### src/rtl/cardinal_nic_vcq.sv
// cardinal_nic_vcq
// Network interface between one processor core and its local mesh router port.
// One DEPTH-entry input FIFO (router -> core) and two DEPTH-entry output
// queues, one per virtual channel (core -> router), so a blocked VC never
// stalls the other one.
//
// Ports:
//   clk, reset         clock and synchronous active-high reset
//   addr               00 in-buf(R), 01 in-status(R), 10 out-buf(W), 11 out-status(R)
//   d_in / d_out       processor write data / registered read data
//   nicEn, nicEnWr     register access enable, 1=write 0=read
//   net_si, net_ri     router offers packet on net_di / NIC can accept
//   net_di             packet from router
//   net_so, net_do     registered packet valid / data toward router
//   net_ro             router ready to accept
//   net_polarity       VC the router currently accepts
module cardinal_nic_vcq #(
    parameter int DATA_W = 64,
    parameter int DEPTH  = 4,
    parameter int VC_BIT = 63
) (
    input  logic              clk,
    input  logic              reset,
    input  logic [1:0]        addr,
    input  logic [DATA_W-1:0] d_in,
    output logic [DATA_W-1:0] d_out,
    input  logic              nicEn,
    input  logic              nicEnWr,
    input  logic              net_si,
    output logic              net_ri,
    input  logic [DATA_W-1:0] net_di,
    output logic              net_so,
    input  logic              net_ro,
    output logic [DATA_W-1:0] net_do,
    input  logic              net_polarity
);
    localparam int CNT_W = $clog2(DEPTH) + 1;
    localparam int PTR_W = $clog2(DEPTH);
    localparam logic [CNT_W-1:0] FULL_CNT = CNT_W'(DEPTH);

    logic cpu_rd;
    logic cpu_wr;
    assign cpu_rd = nicEn & ~nicEnWr;
    assign cpu_wr = nicEn & nicEnWr;

    // ---------------- input FIFO (router -> core) ----------------
    logic [DATA_W-1:0] in_mem [DEPTH];
    logic [PTR_W-1:0]  in_wr_ptr_reg;
    logic [PTR_W-1:0]  in_rd_ptr_reg;
    logic [CNT_W-1:0]  in_cnt_reg;
    logic [CNT_W-1:0]  in_cnt_next;
    logic              in_push;
    logic              in_pop;
    logic              in_nonempty;

    assign in_nonempty = (in_cnt_reg != '0);
    assign net_ri      = (in_cnt_reg != FULL_CNT);
    assign in_push     = net_si & net_ri;
    assign in_pop      = cpu_rd & (addr == 2'b00) & in_nonempty;
    assign in_cnt_next = in_cnt_reg + CNT_W'(in_push) - CNT_W'(in_pop);

    always_ff @(posedge clk) begin
        if (in_push)
            in_mem[in_wr_ptr_reg] <= net_di;
    end

    always_ff @(posedge clk) begin
        if (reset) begin
            in_wr_ptr_reg <= '0;
            in_rd_ptr_reg <= '0;
            in_cnt_reg    <= '0;
        end else begin
            if (in_push)
                in_wr_ptr_reg <= in_wr_ptr_reg + 1'b1;
            if (in_pop)
                in_rd_ptr_reg <= in_rd_ptr_reg + 1'b1;
            in_cnt_reg <= in_cnt_next;
        end
    end

    // ---------------- output queues, one per VC ----------------
    logic [1:0][CNT_W-1:0]  q_cnt;
    logic [1:0][DATA_W-1:0] q_head;
    logic [1:0]             q_full;
    logic [1:0]             q_pop;

    generate
        for (genvar gi = 0; gi < 2; gi++) begin : g_q
            logic [DATA_W-1:0] mem [DEPTH];
            logic [PTR_W-1:0]  wr_ptr_reg;
            logic [PTR_W-1:0]  rd_ptr_reg;
            logic [CNT_W-1:0]  cnt_reg;
            logic              wr_en;
            logic              rd_en;

            // Fullness comes from the registered count, so a write to a
            // full queue is dropped even if that queue pops this cycle.
            assign wr_en = cpu_wr & (addr == 2'b10) & (d_in[VC_BIT] == 1'(gi))
                         & (cnt_reg != FULL_CNT);
            // A freshly written entry is only visible through cnt_reg on the
            // next cycle, so there is no write-to-send bypass.
            assign rd_en = net_ro & (net_polarity == 1'(gi)) & (cnt_reg != '0);

            always_ff @(posedge clk) begin
                if (wr_en)
                    mem[wr_ptr_reg] <= d_in;
            end

            always_ff @(posedge clk) begin
                if (reset) begin
                    wr_ptr_reg <= '0;
                    rd_ptr_reg <= '0;
                    cnt_reg    <= '0;
                end else begin
                    if (wr_en)
                        wr_ptr_reg <= wr_ptr_reg + 1'b1;
                    if (rd_en)
                        rd_ptr_reg <= rd_ptr_reg + 1'b1;
                    cnt_reg <= cnt_reg + CNT_W'(wr_en) - CNT_W'(rd_en);
                end
            end

            assign q_cnt[gi]  = cnt_reg;
            assign q_head[gi] = mem[rd_ptr_reg];
            assign q_full[gi] = (cnt_reg == FULL_CNT);
            assign q_pop[gi]  = rd_en;
        end
    endgenerate

    // ---------------- send to router ----------------
    logic              net_so_reg;
    logic [DATA_W-1:0] net_do_reg;
    logic              send;

    assign send = |q_pop;

    always_ff @(posedge clk) begin
        if (reset) begin
            net_so_reg <= 1'b0;
            net_do_reg <= '0;
        end else begin
            net_so_reg <= send;
            if (send)
                net_do_reg <= q_head[net_polarity];
        end
    end

    assign net_so = net_so_reg;
    assign net_do = net_do_reg;

    // ---------------- processor read port ----------------
    logic [DATA_W-1:0] in_status;
    logic [DATA_W-1:0] out_status;
    logic [DATA_W-1:0] d_out_reg;
    logic [DATA_W-1:0] d_out_next;

    always_comb begin
        in_status                = '0;
        in_status[DATA_W-1]      = in_nonempty;
        in_status[CNT_W-1:0]     = in_cnt_reg;
        out_status               = '0;
        out_status[DATA_W-1]     = q_full[1];
        out_status[DATA_W-2]     = q_full[0];
        out_status[2*CNT_W-1:CNT_W] = q_cnt[1];
        out_status[CNT_W-1:0]    = q_cnt[0];
    end

    always_comb begin
        d_out_next = '0;
        if (cpu_rd) begin
            case (addr)
                2'b00:   d_out_next = in_nonempty ? in_mem[in_rd_ptr_reg] : '0;
                2'b01:   d_out_next = in_status;
                2'b11:   d_out_next = out_status;
                default: d_out_next = '0;
            endcase
        end
    end

    always_ff @(posedge clk) begin
        if (reset)
            d_out_reg <= '0;
        else
            d_out_reg <= d_out_next;
    end

    assign d_out = d_out_reg;

endmodule

### config.mk
export PLATFORM = sky130hd
export DESIGN_NAME = cardinal_nic_vcq
export DESIGN_NICKNAME = d
export VERILOG_FILES = /design/src/rtl/cardinal_nic_vcq.sv
export SDC_FILE = /design/constraint.sdc
export NUM_CORES = 1
export LEC_CHECK = 0
export CORE_ASPECT_RATIO = 0.6
export CORE_MARGIN = 2
export CORE_UTILIZATION = 32
export DETAILED_ROUTE_END_ITERATION = 10
export GPL_TIMING_DRIVEN = 0
export HOLD_SLACK_MARGIN = 0.02
export SLEW_MARGIN = 20
export SYNTH_ARGS = -nofsm -noshare
export SYNTH_HDL_FRONTEND = slang
export SYNTH_SLANG_ARGS = --single-unit
### constraint.sdc
create_clock -name clk -period 4.9 [get_ports clk]
set_clock_uncertainty 0.1 [all_clocks]
set_input_delay 1.47 -clock clk [delete_from_list [all_inputs] [get_ports clk]]
set_output_delay 1.47 -clock clk [all_outputs]
set_load 0.02 [all_outputs]
## Yosys cells after proc, flatten, opt, wreduce, memory -nomap -nowiden

Memories as Yosys holds them, arrays and structs flattened. A register that Yosys moved wholly into a read port is not among the register bits.
Index checks and enable logic that the tools add are counted.

| cells by class | value |
|---|---|
| $add $sub $neg | 12 |
| order comparisons | 1 |
| equality and inequality tests | 8 |
| multiplexer cells | 16 |
| bitwise operators | 18 |
| reductions and logical operators | 6 |

Operators with widths:

| kind | count |
|---|---|
| 64-bit two-way mux | 3 |
| 64-bit case mux with 3 select lines | 1 |
| 1-bit bitwise AND | 14 |
| 2-bit by 1-bit adder with 2-bit output, second input constant | 6 |
| 2-bit two-way mux | 6 |
| 3-bit by 1-bit adder with 3-bit output | 3 |
| 3-bit != test, second input constant | 3 |
| 3-bit nonzero test | 3 |
| 3-bit by 1-bit subtractor with 3-bit output | 3 |
| 3-bit equality test, second input constant | 2 |
| 1-bit two-way mux | 6 |
| 2-bit equality test, second input constant | 2 |
| 1-bit NOT | 4 |
| 2-bit OR reduction | 2 |
| 2-bit by 1-bit equality test with 1-bit output, second input constant | 1 |
| 2-bit zero test | 1 |
| 1-bit by 2-bit < comparator with 1-bit output, second input constant | 1 |

| storage, ports and cells | value |
|---|---|
| bits in registers | 150 |
| memory bits (writable) | 768 |
| input port bits | 137 |
| output and inout bits | 130 |
| word-level logic and storage cells | 76 |
| memories kept | 3 |

Memories:

| memory | words | width | rd ports | clocked after Yosys merged registers in | wr ports | line | source |
|---|---|---|---|---|---|---|---|
| g_q[0].mem | 4 | 64 | 1 | 1 | 1 | 89 | `logic [DATA_W-1:0] mem [DEPTH];` |
| g_q[1].mem | 4 | 64 | 1 | 1 | 1 | 89 |  |
| in_mem | 4 | 64 | 1 | 1 | 1 | 47 | `logic [DATA_W-1:0] in_mem [DEPTH];` |

## Logic depth before layout (Yosys ltp)

Gate-level depths: netlist (run 1).

| logic depth | value |
|---|---|
| depth after elaboration | 6 |
| mapped depth | 12 |
| gate-level depth less buffers | 11 |

## Worst setup path before layout (run 1)

OpenSTA, ideal clock, no wires.

| path | value |
|---|---|
| path kind | input -> register |
| start point | input addr[0] |
| end point | memory g_q[0].mem[1][0] (enable) |
| setup time | 0.429 ns |
| arrival | 3.601 ns |
| required time | 4.371 ns |
| setup slack | 0.771 ns |
| cell stages on the path | 3 |
| buffers on the path | 0 |
| cells stage by stage | and4b_1 -> nor3b_2 -> and2_1 |

| between the ends | value |
|---|---|
| word-level cells in the longest chain between the ends | 6 |

RTL lines:

| what | line | source |
|---|---|---|
| from (decl) | 24 | `input logic [1:0] addr,` |
| 2-bit equality test | 98 | `assign wr_en = cpu_wr & (addr == 2'b10) & (d_in[VC_BIT] == 1'(gi))` |
| 1-bit bitwise AND (2 in a row) | 98 |  |
| 1-bit bitwise AND | 99 | `& (cnt_reg != FULL_CNT);` |
| 1-bit two-way mux | 105 | `if (wr_en)` |
| 1-bit two-way mux (not written as such) | 106 | `mem[wr_ptr_reg] <= d_in;` |
| to (decl) | 89 |  |

Every way passes these cells.

## Worst setup path in the final report (run 1)

| path | value |
|---|---|
| start point | input addr[1] |
| end point | register g_q[1].cnt_reg[2] |

| between the ends | value |
|---|---|
| word-level cells in the longest chain between the ends | 6 |

RTL lines:

| what | line | source |
|---|---|---|
| 2-bit equality test | 98 |  |
| 1-bit bitwise AND (2 in a row) | 98 |  |
| 1-bit bitwise AND | 99 |  |
| 3-bit by 1-bit adder with 3-bit output | 119 | `cnt_reg <= cnt_reg + CNT_W'(wr_en) - CNT_W'(rd_en);` |
| 3-bit by 1-bit subtractor with 3-bit output | 119 |  |
| to (signal assigned) | 119 |  |
| to (decl) | 92 | `logic [CNT_W-1:0] cnt_reg;` |

Every way passes these cells.
A chain may end at the register's enable or synchronous reset.

==> summary.md, run 1 <==
| Metric | Value |
|---|---|
| Initial antenna violation count | 7 |
| Crit. End Element | flip-flop |
| Die span in x | between 400 and 500 um |
| Most common cell in the synthesized netlist | edfxtp_1 |
| Die Area | 0.108 mm^2 |
| Largest registers | g_q.mem x512, in_mem x256 |
| CTS tree | done |
| Fmax | roughly 260 MHz |
| Final Hold Fails | 0 |
| CP startpoint kind | input port |
| Initial core utilization | 0.322 |
| Critical path peak fanout | 7 |
| Fillers | a little over 9000 |
| Clock Latency Late Sink | approximately 670 ps |
| Yosys top cell by area | edfxtp_1 |
| Num CTS Buffers | 89 |
| Most flop-heavy register | g_q.mem |
| Clock Pin Slew Worst Setup and Hold Paths | about 60 ps |
| Setup crit end | g_q[1].cnt_reg[2] |
| RSZ-0062 raised after global routing | no |
| Worst min-delay path class | reg2reg |
| Synth cell count leaders | edfxtp_1, dfxtp_1, mux4_2 |
| Yosys cell types | 42 |
| Int Power | about 14 mW |
| Max transition margin | 0.357 |
| Clk sinks | a little over 900 |
| Period utilization | 0.792 |
| Arrival time at the worst endpoint | roughly 4300 ps |
| Ratio of cells with drive above 1 in the final layout | 0.198 |
| Syn Area/Cell | 20.5 um^2 |
| Hold_buf cts | 0 |
| Placeable core region | between 0.1 and 0.15 mm^2 |
| Sequential share of the synthesized area | 0.778 |
| Req. time, crit path | roughly 5300 ps |
| Async SR Flop Fraction | 0 |
| Clock power share | 0.385 |
| Pwr dens | roughly 440 mW/mm^2 |
| FF-to-FF Start | g_q[1].cnt_reg[2] |
| VDD IR-drop max | 0.243 mV |
| Slew Viols, Final | 0 |
| Synth Warn # | 0 |
| Util after Layout | 0.396 |
| Synth area leaders | edfxtp_1, dfxtp_1, mux4_2 |
| Top FF cell, synth | edfxtp_1 |
| Worst setup startpoint | addr[1] |
| Vias | 16500 |
| Slew at the pin closest to its max-slew limit | 961 ps |
| Pre-Repair DR Iteration Count | 5 |
| Layout area overhead | 23.2% |
| Max reg flops | between 500 and 600 |
| CTS Buffer Depth | 3 |
| Reg2reg path depth | 12 |
| Detailed-route DRC error count | 0 |
| Post-DP HPWL | between 40 and 50 mm |
| Max cap viols | 0 |
| Drt initial violations | around 1200 |
| Switching share of power | 0.234 |
| Power share of the combinational group | 0.116 |
| Final Power | 18.2 mW |
| Sw Pwr | 4.26 mW |
| Root Buffer | clkbuf_16 |
| Setup violators final | 0 |
| Die H | roughly 260 um |
| Leakage power | between 10 and 15 nW |
| Setup Buffers After CTS | 0 |
| Reg2reg end | g_q[1].cnt_reg[2] |
| Rows | ~90 |
| H-tree level count | 3 |
| Crit path kind | in2reg |
| Fin nets | about 2200 |
| Post-synth EDFFs | approximately 770 |
| Syn Inst Count | roughly 1600 |
| Largest net degree at the start of global routing | 40 |
| Flop2flop setup slack | between 2000 and 2500 ps |
| Final wirelength | about 78 mm |
| Total grt overflow | 0 |
| Status | finished, final reports clean |
| Syn Std Cell Area | between 0.03 and 0.04 mm^2 |
| GPL Wtd Cong | roughly 0.74 |
| Vias in the first global route | about 18000 |
| Vias per inst | roughly 4.7 |
| GRT Total Usage | 0.142 |
| Synth top area share | 0.685 |
| Top Ports | 267 |
| Period minus WS final | slightly below 4000 ps |
| Global-route wire length before repair | 114 mm |
| Post-CTS sizing | 0 |
| Synth Net Count | roughly 1800 |
| Port-buffer cells | around 270 |
| DRT antenna net count | 0 |
| Routed wire per std cell | around 22 um |
| Post-synthesis register bit count | between 900 and 1000 |
| Flop pwr share | 0.500 |
[metal layers]
layer	up-vias	share of wire	track usage	routed length, um
met5	-	0.000090	0	7
met1	8580	0.44	0.189	34100
li1	7399	-	-	-
met4	2	0.024	0.0460	1910
met3	108	0.047	0.0267	3630
met2	400	0.49	0.237	38400
[power groups by stage]
stage | sequential (mW) | clock (mW) | combinational [mW]
global route | 9.14 | 7.47 | 2.27
CTS | 9.11 | 7.18 | 2.15
detailed placement | 9.27 | 0 | 2.14
floorplan | 9.39 | 0 | 1.11
finish | 9.11 | 7.01 | 2.11
global placement | 9.28 | 0 | 2.07
[kinds of logic (layout without fill, tap and decap cells)]
group	count (synthesis)	in the layout	share of synthesized area
xor gates and xnor gates	15	15	0.00390
DFF	924	924	0.778
other	0	3	0
muxes	258	258	0.125
and+or+nand+nor	187	187	0.0297
buffers and inverters	102	547	0.0167
adders and majority gates	21	21	0.00847
AOI/OAI and AO/OA	139	139	0.0387
[how the worst min path moves through the flow]
stage / slack (ps) / startpoint / to / cells after the start
2_1_floorplan: 370 / g_q[1].wr_ptr_reg[1] / g_q[1].wr_ptr_reg[1] / 2
4_1_cts: 380 / net_do[38] / net_do[38] / 1
5_1_grt: 390 / net_do[13] / net_do[13] / 1
3_5_place_dp: 370 / net_do[38] / net_do[38] / 1
3_3_place_gp: 370 / net_do[27] / net_do[27] / 1
6_report: 390 / net_do[38] / net_do[38] / 1
[layout make-up]
cell class / instances / area [um^2] / area share
antenna: 3 / 7.51 / 0.000181
buffer: 87 / 507 / 0.0122
clock buffer: 126 / 2510 / 0.0605
clock inverter: 41 / 520 / 0.0126
inverter: 15 / 56.3 / 0.00136
multi-input combinational: 620 / 6950 / 0.168
sequential: 924 / 26200 / 0.631
tap: 1410 / 1760 / 0.0425
timing repair buffer: 278 / 2970 / 0.0715
[per-stage QoR]
stage / worst slack (ps) / std cells / setup TNS (ps) / instance area, um^2 / hold WS (ps)
3_5_place_dp: 322 / 3334 / 0 / 38400 / 366
5_1_grt: 816 / 3504 / 0 / 41500 / 395
2_1_floorplan: 771 / 1646 / 0 / 33700 / 367
3_3_place_gp: -1760 / 3321 / -993880 / 38100 / 368
4_1_cts: 1040 / 3501 / 0 / 41500 / 383
6_report: 1020 / 3504 / 0 / 41500 / 387
[worst max-delay path, cell delays in order]
cell and delay, ps:
clkdlybuf4s50_1 650, and4b_1 260, and3_1 150, clkbuf_1 320, inv_1 140, ha_1 310, inv_1 60, ha_1 130
inv_1 50, fa_1 390, xor2_1 170, xnor2_1 140, nor2_1 50
[placed cells by master (no fill, tap or decap), types with 5 or more instances in the layout]
cell type,synthesis,layout
a221oi_1,63,63
a22o_1,8,8
a22o_2,60,60
and2_1,68,60
and2_4,0,8
buf_12,0,6
buf_16,0,7
buf_2,29,29
buf_4,6,6
buf_6,15,15
bufinv_16,0,8
clkbuf_1,29,54
clkbuf_16,0,91
clkbuf_2,7,7
clkbuf_8,0,10
clkdlybuf4s50_1,0,265
clkinv_1,0,7
clkinv_2,0,14
dfxtp_1,156,156
edfxtp_1,768,768
ha_1,18,18
inv_1,15,15
mux2i_1,128,128
mux4_2,129,129
nand2_1,6,6
nor2_1,85,85
xnor2_1,10,10
xor2_1,5,5
(Power assumes the default switching activity.)
==> inputs of run 2 (changes only) <==
Clock period 4.9 ns to 3.8 ns, I/O delays scaled along.
==> results of run 2 <==
The final DEF is identical to that of run 1. Status: finished, final reports clean.
Among the figures that moved: setup slack after placement 322 ps -> -448 ps; setup slack after layout 1020 ps -> 248 ps; register-to-register setup slack 2050 ps -> 950 ps; total power 18.2 mW -> 23.5 mW; worst IR drop on VDD 0.243 mV -> 0.313 mV
